**config.mk**
```make
export PLATFORM = sky130hd
export DESIGN_NAME = counter_event_logger
export DESIGN_NICKNAME = d
export VERILOG_FILES = /design/src/rtl/counter_event_logger.sv
export SDC_FILE = /design/constraint.sdc
export NUM_CORES = 1
export LEC_CHECK = 0
export ABC_AREA = 1
export CAP_MARGIN = 20
export CORE_MARGIN = 4
export CORE_UTILIZATION = 50
export CTS_BUF_LIST = sky130_fd_sc_hd__clkbuf_16
export DETAILED_ROUTE_END_ITERATION = 10
export DONT_BUFFER_PORTS = 1
export MAX_ROUTING_LAYER = met4
export PLACE_DENSITY = 0.68
export RECOVER_POWER = 50
export SLEW_MARGIN = 30
export SYNTH_ARGS = -nofsm -noshare
export SYNTH_HDL_FRONTEND = slang
export SYNTH_SLANG_ARGS = --single-unit
```
**constraint.sdc**
```tcl
create_clock -name clk -period 10 [get_ports clk]
set_input_delay 1.5 -clock clk [delete_from_list [all_inputs] [get_ports clk]]
set_output_delay 1.5 -clock clk [all_outputs]
set_load 0.1 [all_outputs]
```
**src/rtl/counter_event_logger.sv**
```systemverilog
// Event logger for counter_8bit: detects up/down wraps and threshold hits,
// timestamps them and queues them in a show-ahead FIFO with saturating status totals.
module counter_event_logger #(
   parameter int DEPTH = 4,
   parameter int TS_W  = 16,
   parameter int CNT_W = 8
) (
   input  logic             clk,
   input  logic             rst,
   input  logic             enable,
   input  logic             up_down,
   input  logic [7:0]       count,
   input  logic             overflow,
   input  logic [7:0]       thresh,
   input  logic             thresh_en,
   output logic             evt_valid,
   input  logic             evt_ready,
   output logic [1:0]       evt_type,
   output logic [7:0]       evt_count,
   output logic [TS_W-1:0]  evt_ts,
   output logic [CNT_W-1:0] up_wraps,
   output logic [CNT_W-1:0] down_wraps,
   output logic [CNT_W-1:0] drop_cnt,
   output logic             drop_sticky
);

   localparam int AW = $clog2(DEPTH);
   localparam int EW = 2 + 8 + TS_W;
   localparam logic [1:0] EVT_UP   = 2'b00;
   localparam logic [1:0] EVT_DOWN = 2'b01;
   localparam logic [1:0] EVT_THR  = 2'b10;

   logic [TS_W-1:0]  ts_q;
   logic             ovf_q;
   logic [7:0]       cnt_q;
   logic [AW:0]      wr_ptr_q, rd_ptr_q;
   logic [EW-1:0]    mem_q [DEPTH];
   logic [CNT_W-1:0] up_q, down_q, drop_q;
   logic             sticky_q;

   logic             ovf_evt, thr_evt, push, pop, full, empty, accept;
   logic [1:0]       n_drop;
   logic [EW-1:0]    wdata, head;
   logic [CNT_W-1:0] up_d, down_d, drop_d;

   function automatic logic [CNT_W-1:0] sat_add(input logic [CNT_W-1:0] v, input logic [1:0] inc);
      logic [CNT_W:0] s;
      s = {1'b0, v} + {{(CNT_W-1){1'b0}}, inc};
      return s[CNT_W] ? {CNT_W{1'b1}} : s[CNT_W-1:0];
   endfunction

   always_comb begin
      ovf_evt = overflow && !ovf_q;
      thr_evt = thresh_en && enable && (count == thresh) && (cnt_q != thresh);
      push    = ovf_evt || thr_evt;
      empty   = (wr_ptr_q == rd_ptr_q);
      full    = (wr_ptr_q[AW] != rd_ptr_q[AW]) && (wr_ptr_q[AW-1:0] == rd_ptr_q[AW-1:0]);
      pop     = !empty && evt_ready;
      // A full FIFO still takes a push when the head leaves on the same edge.
      accept  = push && (!full || pop);
      n_drop  = {1'b0, ovf_evt && thr_evt} + {1'b0, push && !accept};
      wdata   = {ovf_evt ? (up_down ? EVT_UP : EVT_DOWN) : EVT_THR, count, ts_q};
      up_d    = sat_add(up_q,   {1'b0, ovf_evt && up_down});
      down_d  = sat_add(down_q, {1'b0, ovf_evt && !up_down});
      drop_d  = sat_add(drop_q, n_drop);
      head    = mem_q[rd_ptr_q[AW-1:0]];
   end

   always_ff @(posedge clk) begin
      if (rst) begin
         ts_q     <= '0;
         ovf_q    <= 1'b0;
         cnt_q    <= '0;
         wr_ptr_q <= '0;
         rd_ptr_q <= '0;
         up_q     <= '0;
         down_q   <= '0;
         drop_q   <= '0;
         sticky_q <= 1'b0;
      end else begin
         ts_q     <= ts_q + TS_W'(1);
         ovf_q    <= overflow;
         cnt_q    <= count;
         up_q     <= up_d;
         down_q   <= down_d;
         drop_q   <= drop_d;
         sticky_q <= sticky_q || (n_drop != 2'b00);
         if (accept) wr_ptr_q <= wr_ptr_q + (AW+1)'(1);
         if (pop)    rd_ptr_q <= rd_ptr_q + (AW+1)'(1);
      end
   end

   always_ff @(posedge clk) begin
      if (!rst && accept) mem_q[wr_ptr_q[AW-1:0]] <= wdata;
   end

   // Head fields are forced to zero when empty so reset leaves every output at 0.
   assign evt_valid   = !empty;
   assign evt_type    = empty ? 2'b00 : head[EW-1 -: 2];
   assign evt_count   = empty ? 8'h00 : head[TS_W +: 8];
   assign evt_ts      = empty ? '0    : head[TS_W-1:0];
   assign up_wraps    = up_q;
   assign down_wraps  = down_q;
   assign drop_cnt    = drop_q;
   assign drop_sticky = sticky_q;

endmodule

```
Word level (Yosys, flattened, before mapping). Memories as Yosys holds them, arrays and structs flattened. A register that Yosys moved wholly into a read port is not among the register bits. Cells that the tools add are included.

Latch bits: 0. Output and inout bits: 52. Memory bits (writable): 104. Bits in read-only memories: 0. Logic and storage cells: 56. Bits in registers: 56. Memories kept: 1.

Multiply operators: 0. Shift-type cells: 0. Eq/ne operators: 5. Add/sub/neg operators: 7. Multiplexer cells: 12. Bitwise logic cells: 0. Divide/modulo/power cells: 0. Reduce and logical (&&, ||, !) cells: 22. Order comparisons: 0.

Memories: mem_q (words 4, width 26, read ports 1, clocked after Yosys merged registers in 1, write ports 1, line 37) `logic [EW-1:0] mem_q [DEPTH];`.

Operator list (count): 8-bit 2-to-1 mux (4); 8-bit by 1-bit adder with 9-bit output (2); 16-bit by 1-bit adder with 16-bit output, second input constant (1); 16-bit 2-to-1 mux (1); 1-bit logical AND (12); 8-bit by 2-bit adder with 9-bit output (1); 8-bit == test (1); 2-bit 2-to-1 mux (4); 8-bit != test (1); 3-bit by 1-bit adder with 3-bit output, second input constant (2); 1-bit zero test (6); 3-bit == test (1); 1-bit logical OR (3); 1-bit 2-to-1 mux (3); 1-bit by 1-bit adder with 2-bit output (1); 2-bit == test (1); 2-bit nonzero test (1); 1-bit != test (1).

Depth between registers and ports, before layout.
Word-level depth: 10. Mapped depth: 23.

Worst setup path after synthesis. OpenSTA, ideal clock, no wires.

Kind: input to register. From: in overflow. To: mem mem_q[0][0] (netlist name), enable pin. Data arrival time: 3.971 ns. Setup slack: 5.587 ns. Stages: 6. Cells stage by stage: inv_1 > or2_2 > clkbuf_1 > nand2_4 > nand2_2 > nor3_1.

Longest elaborated chain between the ends: 6.

RTL lines: from (decl) (line 13) `input logic overflow,`; 1-bit logical AND (line 53) `ovf_evt = overflow && !ovf_q;`; 1-bit logical OR (line 55) `push = ovf_evt || thr_evt;`; 1-bit logical AND (line 60) `accept = push && (!full || pop);`; 1-bit logical AND (line 94) `if (!rst && accept) mem_q[wr_ptr_q[AW-1:0]] <= wdata;`; 1-bit 2-to-1 mux (line 94); 1-bit 2-to-1 mux (not written as such) (line 94); to (decl) (line 37).

No other way between the ends.

==> results.py <==
metrics = {
    "status": {
        "status": "complete, no violations",
    },
    "yosys": {
        "yosysWarnings": 0,
        "syn_nets": 720,
        "syn_avg_cell_area_um2": 10.1,
        "ys_seq_area_share_pct": 62.2,
        "ys_ff_latch": 162,
        "yosysUniqueCellTypes": 37,
        "synth_area_um2": 6890,
        "syn_inst": 682,
        "netlist.area_leader.share_pct": 45.3,
        "synthTopCellsByArea": "edfxtp_1 (45%), dfxtp_1 (17%), nor2_1 (6.7%)",
        "synth_area_leader_cell": "edfxtp_1",
    },
    "critical_path": {
        "start_kind": "flop",
        "worst_path_largest_cell_delay_ps": 630,
        "crit_arrival_ps": 2770,
        "critPathKind": "flop to output pin",
        "cp.buffers_inverters": 4,
        "worst_ep_required_time_ps": 8500,
        "rr_startpoint": "cnt_q[5]$_SDFF_PP0_",
        "cp.depth": 7,
        "critPathSlowestCell": "inv_1",
        "timing.critical_path.mode_cell": "buf_4",
        "cp_cell_sequence": "buf_4, clkinv_1, buf_4, nor2_1, o32ai_1, nand2_1, inv_1",
        "endpoint": "evt_ts[10]",
        "end_kind": "output pin",
        "worstRegToRegCells": 21,
        "cp_max_fo": 53,
        "cp_top_family": "buffers and inverters",
        "rrSetupSlack_ps": 6780,
        "r2r_end": "drop_cnt[3]$_SDFF_PP0_",
    },
    "clocking": {
        "post_cts_resized": 0,
        "cts_root_buf": "clkbuf_16",
        "cts_tree": "built",
        "cts_buffers": 17,
        "clk_path_buf_depth": 2,
        "hold_buffers": 0,
        "numClockSinks": 162,
        "clk_latency_ps": 420,
        "clk_pin_slew_worst_paths_ps": 60,
        "h-tree-depth": 4,
        "post_cts_buffers": 0,
    },
    "finish": {
        "antenna-diode-count": 0,
        "final_core_util_pct": 56.9,
        "final_area_um2": 7600,
        "drive_gt1_share_pct": 7.19,
        "fin_nets": 720,
        "syn2layout_area_growth_pct": 10.2,
    },
    "placed_design": {
        "io_buffers": 0,
        "finalWeightedCongestion": 0.809,
        "hpwl_um": 8700,
        "dpl-instance-area_um2": 7090,
        "place_ws_ps": 5760,
    },
    "grt": {
        "grtUsageTotal_pct": 18.6,
        "antenna_found_initial": 0,
        "overflow": 0,
        "grt_pass1_vias": 4679,
        "grt_pass1_wl_um": 22700,
        "grt_start_max_net_pins": 54,
    },
    "routing": {
        "vias": 4588,
        "route.detailed.drc": 0,
        "vias_per_cell": 5.27,
        "wl_per_cell_um": 15.8,
        "detail_route.first_pass.iterations": 5,
        "detail_route.wirelength_um": 13800,
        "ant_nets": 0,
        "drt_iter0_markers": 332,
    },
    "timing": {
        "clock_skew_ps": 4.49,
        "finalSetupViolCount": 0,
        "finalCritPeriodShare_pct": 42.7,
        "worst_slack_ps": 5730,
        "tightest_slew_ps": 1110,
        "fin_crit_ps": 4270,
        "maxSlewHeadroom_pct": 25.7,
        "slew_viol_final": 0,
        "fmax_ghz": 0.234,
        "rsz0062_at_grt": "false",
        "setup_tns_ps": 0,
        "finalHoldViolations": 0,
        "whs_ps": 495,
    },
    "power_and_ir_drop": {
        "power_density_nw_per_um2": 237,
        "p_leak_nw": 2.90,
        "ir_drop_v": 0.000116,
    },
    "worst_hold_path": {
        "hold_class": "flop to flop",
    },
    "floorplanning": {
        "num_io_pins": 75,
        "die_y_um": 125,
        "initial_core_util_pct": 51.6,
        "die_area_um2": 15700,
        "die_x_um": 125,
        "num_rows": 42,
        "coreArea_um2": 13300,
    },
    "flow_run": {
        "drv_cap": 0,
    },
}
[state kept, by name (all words and copies together) (netlist names), named ones only]
register	flops
wr_ptr_q	3
up_wraps	8
down_wraps	8
ts_q	16
cnt_q	8
drop_cnt	8
rd_ptr_q	3
drop_sticky	1
mem_q	104
ovf_q	1
[tightest hold or removal path: cells and delay by family, from the launching register on]
kind	cells	cell delay, ps
buf+inv	1	70
compound gates	1	40
flops	1	340
[placed cells by master (no fill, tap or decap), types with 3 or more instances in the layout]
cell	synthesis	layout
nor3_2	3	5
xnor2_1	13	13
or2_1	4	4
a21oi_1	29	29
o21ai_0	41	43
edfxtp_1	104	104
nand3_2	4	3
nand2_1	83	85
nor2_1	123	125
a31oi_1	4	4
clkinv_2	0	3
o32ai_1	26	26
xor2_1	8	8
nand3_1	12	13
dfxtp_1	58	58
clkinv_1	1	5
buf_4	0	7
clkinvlp_4	0	4
clkbuf_16	0	17
nor3_1	14	12
ha_1	14	14
inv_1	91	93
[cell families (layout without fill, tap and decap cells)]
kind of cell    Yosys count  in the layout  synth area share [%]
xor+xnor                 21             21                  2.67
fa+ha+maj                15             15                  2.83
simple gates            256            256                  16.0
buf+inv                 120            133                  6.73
compound gates          108            108                  9.64
flops                   162            162                  62.2
[per-layer routing]
| metal | share of wire (%) | vias up | global-route usage (%) |
|---|---|---|---|
| met2 | 51 | 111 | 31.3 |
| met3 | 7.3 | 8 | 7.51 |
| li1 | - | 2263 | - |
| met1 | 41 | 2206 | 20.2 |
| met5 | 0 | - | - |
| met4 | 0.83 | 0 | 6.19 |
[synthesized netlist by cell type (all sizes together)]
| cell type | n |
|---|---|
| nor2 | 127 |
| edfxtp | 104 |
| inv | 93 |
| nand2 | 88 |
| dfxtp | 58 |
| o21ai | 43 |
| a21oi | 31 |
| o32ai | 26 |
| nor3 | 17 |
| clkbuf | 16 |
| nand3 | 16 |
| ha | 14 |
| xnor2 | 13 |
| buf | 10 |
| xor2 | 8 |
| or2 | 5 |
| a31oi | 4 |
| a211oi | 2 |
| o21a | 2 |
| and3 | 1 |
| clkinv | 1 |
| fa | 1 |
| nand4 | 1 |
| or4 | 1 |
[final cells by class]
| type | instances | area (um2) |
|---|---|---|
| flip-flops and latches | 162 | 4280 |
| well taps | 176 | 220 |
| clock inverters | 15 | 128 |
| inverters | 94 | 355 |
| clock buffers | 17 | 425 |
| fillers | 1129 | 5750 |
| multi-input cells | 400 | 2130 |
| repair buffers | 7 | 52.6 |
[per-stage QoR]
step | std cells | power [mW]
after floorplan | 682 | 1.18
after global placement | 839 | 1.21
after detailed placement | 839 | 1.22
after CTS | 871 | 1.82
after global routing | 871 | 1.87
final | 871 | 1.80
[power by group]
part / internal [mW] / total (mW) / switching (mW)
registers: 0.727 / 0.743 / 0.0161
clock network: 0.360 / 0.604 / 0.245
logic: 0.0545 / 0.455 / 0.400
[worst min path at each step]
| stage | end | from | slack [ps] | cells past startpoint |
|---|---|---|---|---|
| 2_1_floorplan | ts_q[0]$_SDFF_PP0_ | ts_q[0]$_SDFF_PP0_ | 450 | 1 |
| 6_report | rd_ptr_q[2]$_SDFFE_PP0P_ | rd_ptr_q[2]$_SDFFE_PP0P_ | 490 | 2 |
| 4_1_cts | rd_ptr_q[2]$_SDFFE_PP0P_ | rd_ptr_q[2]$_SDFFE_PP0P_ | 500 | 2 |
| 3_3_place_gp | ts_q[0]$_SDFF_PP0_ | ts_q[0]$_SDFF_PP0_ | 470 | 1 |
| 5_1_grt | mem_q[3][15]$_DFFE_PP_ | ts_q[15]$_SDFF_PP0_ | 520 | 0 |
| 3_5_place_dp | rd_ptr_q[2]$_SDFFE_PP0P_ | rd_ptr_q[2]$_SDFFE_PP0P_ | 490 | 2 |
(Power assumes the default switching activity.)
